===== src/rtl/muldiv_unit.sv =====
// muldiv_unit: iterative MIPS multiply/divide unit with architectural HI/LO registers
//
// Ports:
//   clk    - rising-edge clock
//   rst    - asynchronous active-high reset
//   start  - op request, accepted when idle and cancel is low
//   op     - 0 MULT, 1 MULTU, 2 DIV, 3 DIVU, 4 MTHI, 5 MTLO (6/7 ignored)
//   rs, rt - operand A (dividend/multiplicand/MTHI-MTLO source), operand B
//   cancel - pipeline flush, aborts a running op without touching HI/LO
//   busy   - op in progress
//   done   - one-cycle pulse after HI/LO are written by MULT*/DIV*
//   hi, lo - HI/LO registers
//
// Define MDU_FAST_MULT_EN to finish MULT/MULTU in one cycle with a full
// 64-bit multiplier; DIV/DIVU keep the iterative path.
module muldiv_unit (
    input  logic        clk,
    input  logic        rst,
    input  logic        start,
    input  logic [2:0]  op,
    input  logic [31:0] rs,
    input  logic [31:0] rt,
    input  logic        cancel,
    output logic        busy,
    output logic        done,
    output logic [31:0] hi,
    output logic [31:0] lo
);
    typedef enum logic [1:0] {IDLE, MUL, DIV, FIX} state_t;
    state_t      state;
    logic [4:0]  cnt;
    logic [31:0] a, b, quo, rem;
    logic [63:0] acc, prod;
    logic [32:0] add_sum, shl, sub_diff;
    logic        is_mul, neg_q, neg_r, signed_op;
`ifdef MDU_FAST_MULT_EN
    logic signed [63:0] s_prod;
    logic [63:0]        u_prod;
`endif
    assign busy = state != IDLE;
    // acc holds {partial product, multiplier} for MUL and {remainder, dividend/quotient} for DIV
    always_comb begin
        signed_op = op == 3'd0 || op == 3'd2;
        add_sum   = {1'b0, acc[63:32]} + (acc[0] ? {1'b0, a} : 33'd0);
        shl       = {acc[63:32], acc[31]};
        sub_diff  = shl - {1'b0, b};
        prod      = neg_q ? -acc : acc;
        // divide by zero yields all-ones quotient; the remainder path already returns rs
        quo       = b == 32'd0 ? 32'hFFFFFFFF : neg_q ? -acc[31:0] : acc[31:0];
        rem       = neg_r ? -acc[63:32] : acc[63:32];
`ifdef MDU_FAST_MULT_EN
        s_prod    = $signed(rs) * $signed(rt);
        u_prod    = {32'd0, rs} * {32'd0, rt};
`endif
    end
    always_ff @(posedge clk or posedge rst) begin
        if (rst) begin
            state  <= IDLE;
            cnt    <= 5'd0;
            a      <= 32'd0;
            b      <= 32'd0;
            acc    <= 64'd0;
            is_mul <= 1'b0;
            neg_q  <= 1'b0;
            neg_r  <= 1'b0;
            hi     <= 32'd0;
            lo     <= 32'd0;
            done   <= 1'b0;
        end else begin
            done <= 1'b0;
            case (state)
                IDLE: if (start && !cancel) begin
                    if (op == 3'd4) hi <= rs;
                    if (op == 3'd5) lo <= rs;
`ifdef MDU_FAST_MULT_EN
                    if (op == 3'd0 || op == 3'd1) begin
                        {hi, lo} <= signed_op ? s_prod : u_prod;
                        done     <= 1'b1;
                    end
                    if (op == 3'd2 || op == 3'd3) begin
`else
                    if (op < 3'd4) begin
`endif
                        a      <= signed_op && rs[31] ? -rs : rs;
                        b      <= signed_op && rt[31] ? -rt : rt;
                        acc    <= {32'd0, op[1] ? (signed_op && rs[31] ? -rs : rs) : (signed_op && rt[31] ? -rt : rt)};
                        neg_q  <= signed_op && (rs[31] ^ rt[31]);
                        neg_r  <= signed_op && rs[31];
                        is_mul <= !op[1];
                        cnt    <= 5'd0;
                        state  <= op[1] ? DIV : MUL;
                    end
                end
                MUL: if (cancel) state <= IDLE; else begin
                    acc <= {add_sum, acc[31:1]};
                    cnt <= cnt + 5'd1;
                    if (cnt == 5'd31) state <= FIX;
                end
                DIV: if (cancel) state <= IDLE; else begin
                    // restoring step: keep the shifted remainder when the trial subtract underflows
                    acc <= sub_diff[32] ? {shl[31:0], acc[30:0], 1'b0} : {sub_diff[31:0], acc[30:0], 1'b1};
                    cnt <= cnt + 5'd1;
                    if (cnt == 5'd31) state <= FIX;
                end
                FIX: if (cancel) state <= IDLE; else begin
                    hi    <= is_mul ? prod[63:32] : rem;
                    lo    <= is_mul ? prod[31:0] : quo;
                    done  <= 1'b1;
                    state <= IDLE;
                end
                default: state <= IDLE;
            endcase
        end
    end
endmodule


===== config.mk =====
export PLATFORM = sky130hd
export DESIGN_NAME = muldiv_unit
export DESIGN_NICKNAME = d
export VERILOG_FILES = /design/src/rtl/muldiv_unit.sv
export SDC_FILE = /design/constraint.sdc
export NUM_CORES = 1
export LEC_CHECK = 0
export BUFFER_PORTS_ARGS = -buffer_cell sky130_fd_sc_hd__buf_2
export CAP_MARGIN = 20
export CORE_MARGIN = 10
export CORE_UTILIZATION = 41
export CTS_BUF_LIST = sky130_fd_sc_hd__clkbuf_8
export CTS_CLUSTER_SIZE = 8
export DETAILED_ROUTE_END_ITERATION = 6
export HOLD_SLACK_MARGIN = 0.12
export SLEW_MARGIN = 0
export SYNTH_ARGS = -nofsm -noshare
export SYNTH_HDL_FRONTEND = slang
export SYNTH_SLANG_ARGS = --single-unit

===== constraint.sdc =====
create_clock -name clk -period 6.95 [get_ports clk]
set_clock_uncertainty 0.2 [all_clocks]
set_input_delay 0 -clock clk [delete_from_list [all_inputs] [get_ports clk]]
set_output_delay 0 -clock clk [all_outputs]
set_load 0.05 [all_outputs]

==> impl_metrics.env <==
export IMPL_die_area_sq_mm=0.0480
export IMPL_cp_max_fo=15
export IMPL_cp_start_kind="flop"
export IMPL_post_cts_buffers=0
export IMPL_synth_edff_count=0
export IMPL_synth_flop_cell="dfrtp_1"
export IMPL_place_port_buffers=136
export IMPL_drv_slew=0
export IMPL_crit_path_max_incr_delay_ps=1010
export IMPL_syn_avg_cell_area_sq_um=8.05
export IMPL_power_mw=10.1
export IMPL_final_util_pct=48.9
export IMPL_num_rows=72
export IMPL_cts_tree="yes"
export IMPL_setup_slack_ps=2680
export IMPL_route_detailed_drc=0
export IMPL_routed_wirelength_microns=65100
export IMPL_dr_total_vias=16600
export IMPL_finalSetupViolations=0
export IMPL_hp_class="in -> reg"
export IMPL_crit_family="compound AO/OA/AOI/OAI gates"
export IMPL_cp_cell_sequence="and2_1, ha_1, a21oi_1, o21ai_0, a2111oi_0, o21ai_0, a31o_2, a31oi_1, nor3b_1, o31ai_1, o211ai_1"
export IMPL_io_pins=137
export IMPL_synthesis_area_sq_mm=0.0162
export IMPL_timing_fmax_mhz=234
export IMPL_critPathKind="reg -> reg"
export IMPL_cp_num_buf_inv=0
export IMPL_cts_root_buffer_cell="clkbuf_8"
export IMPL_place_ws_ps=2840
export IMPL_final_cell_mix="nand2_1, o21ai_0, dfrtp_1, buf_2, a21oi_1"
export IMPL_htreeDepth=2
export IMPL_place_hpwl_microns=48300
export IMPL_synth_seq_cells=203
export IMPL_required_ps=7180
export IMPL_first_pass_iters=5
export IMPL_ys_seq_area_share_pct=31.3
export IMPL_track_usage_pct=26.5
export IMPL_period_minus_slack_ps=4270
export IMPL_synthesis_instances=2018
export IMPL_hold_violations=0
export IMPL_ir_drop_v=0.000471
export IMPL_grt_max_degree=91
export IMPL_fin_setup_tns_ps=0
export IMPL_start_util_pct=41.7
export IMPL_end_kind="flop"
export IMPL_die_y_microns=219
export IMPL_max_cap_violations=0
export IMPL_wire_per_inst_microns=23.7
export IMPL_ys_types=100
export IMPL_clk_pin_slew_worst_paths_ps=60
export IMPL_tightest_slew_ps=1180
export IMPL_grt_ovfl_total=0
export IMPL_layout_commonest_cell="nand2_1"
export IMPL_status="finished, final reports clean"
export IMPL_powerDensity_mw_per_mm2=529
export IMPL_ant_nets=0
export IMPL_place_congestion=0.956
export IMPL_drt_iter0_drc=1695
export IMPL_grt_pass1_vias=15900
export IMPL_drive_above_1_share_pct=11.8
export IMPL_grt_pass1_wl_microns=98200
export IMPL_rsz0062_at_grt="no"
export IMPL_antenna_found_initial=1
export IMPL_nNetsFinal=2348
export IMPL_max_slew_margin_rel_pct=19.0
export IMPL_clock_latency_ps=610
export IMPL_cp_arrival_ps=4510
export IMPL_viasPerCell=6.03
export IMPL_syn_nets=2165
export IMPL_die_x_microns=219
export IMPL_ys_async_sr_fraction_pct=100
export IMPL_p_leak_nw=8.53
export IMPL_slowest_stage="a2111oi_0"
export IMPL_cts_buffer_depth=3
export IMPL_cts_sinks=203
export IMPL_core_area_sq_mm=0.0389
export IMPL_cpMostUsedCell="o21ai_0"
export IMPL_cts_buffers=41
export IMPL_ys_warn_count=0
export IMPL_hold_ws_ps=162
export IMPL_fin_crit_sh_pct=61.4
export IMPL_area_delta_synth_final_pct=17.2
## timing repair
action | in CTS | in global routing
endpoints found under the hold margin | 375 | 0
hold buffers | 117 | 0
gates resized for setup | 0 | 0
## worst reg2reg max path: stages, from the launching register on
cell and delay [ps]:
dfrtp_1 490, and2_1 200, ha_1 320, a21oi_1 260, o21ai_0 170, a2111oi_0 1010, o21ai_0 440, a31o_2 380
a31oi_1 200, nor3b_1 70, o31ai_1 230, o211ai_1 120
## logic make-up (layout without fill, tap and decap cells)
logic type	Yosys count	count (layout)	synth area share, %
AND/OR/NAND/NOR	666	666	20.2
AO/OA/AOI/OAI	664	664	25.6
flip-flops	203	203	31.3
buffers and inverters	195	403	5.10
XOR/XNOR	172	172	9.27
adder cells (fa/ha/maj)	76	76	5.95
multiplexers	42	42	2.60
other	0	1	0
## routing by layer
layer | up-vias | GRT usage (%) | share of wire (%)
met4 | 0 | 9.15 | 3.1
met3 | 114 | 4.77 | 8.3
met2 | 781 | 40.5 | 44
li1 | 7626 | - | -
met5 | - | 0 | 0
met1 | 8041 | 36.7 | 44
## power breakdown
group          total [mW]  leakage [nW]  switching, mW  internal [mW]
Combinational        6.50          5.53           4.27           2.23
Clock                1.18         0.429          0.571          0.611
Sequential           2.40          2.57          0.676           1.72
## final cells by class
cell class,instances,area [sq um]
multi-input cells,1620,10400
inverters,68,263
flip-flops and latches,203,5080
clock inverters,21,95.1
diodes,1,2.50
fillers,3849,19900
well taps,518,648
clock buffers,47,647
repair buffers,267,1960
## through the flow
stage | std cells | instance area, sq um
4_1_cts | 2744 | 19000
3_5_place_dp | 2559 | 17100
3_3_place_gp | 2559 | 17100
6_report | 2745 | 19000
5_1_grt | 2744 | 19000
2_1_floorplan | 2018 | 16200
## Yosys cell counts, types with 15 or more instances
library cell    n  area [sq um]
nor4_1         21           131
clkbuf_1       98           368
nor2_1        124           465
a31oi_1        23           144
xor2_1         69           604
a21o_1         31           233
nor3_1         36           180
or3_1          20           125
nand2b_1       28           175
nand3_1        28           140
ha_1           74           926
o31ai_1        17           128
a22oi_1        48           360
o21ai_0       238          1190
dfrtp_1       203          5080
xnor2_1       103           902
o22ai_1        35           219
and3_1         15          93.8
a21oi_1       132           661
and2_1         46           288
nand2_1       269          1010
inv_1          67           251
o41ai_1        16           140
mux2i_1        41           410
## worst paths after layout
check / startpoint / endpoint / slack, ps / cells past startpoint
min in group asynchronous: rst / lo[24] / 420 / 4
max: acc[0] / acc[62] / 2680 / 11
max reg2reg: acc[0] / acc[62] / 2680 / 11
min: rs[20] / lo[20] / 160 / 4
min reg2reg: hi[0] / hi[0] / 270 / 2
max in group asynchronous: rst / b[11] / 4760 / 5
## state kept, by name (all words and copies together) (netlist names), 2 cells and up
name and count:
cnt 5, hi 32, a 32, state 2, acc 64, b 32, lo 32
Power figures use the tool's default switching activity.
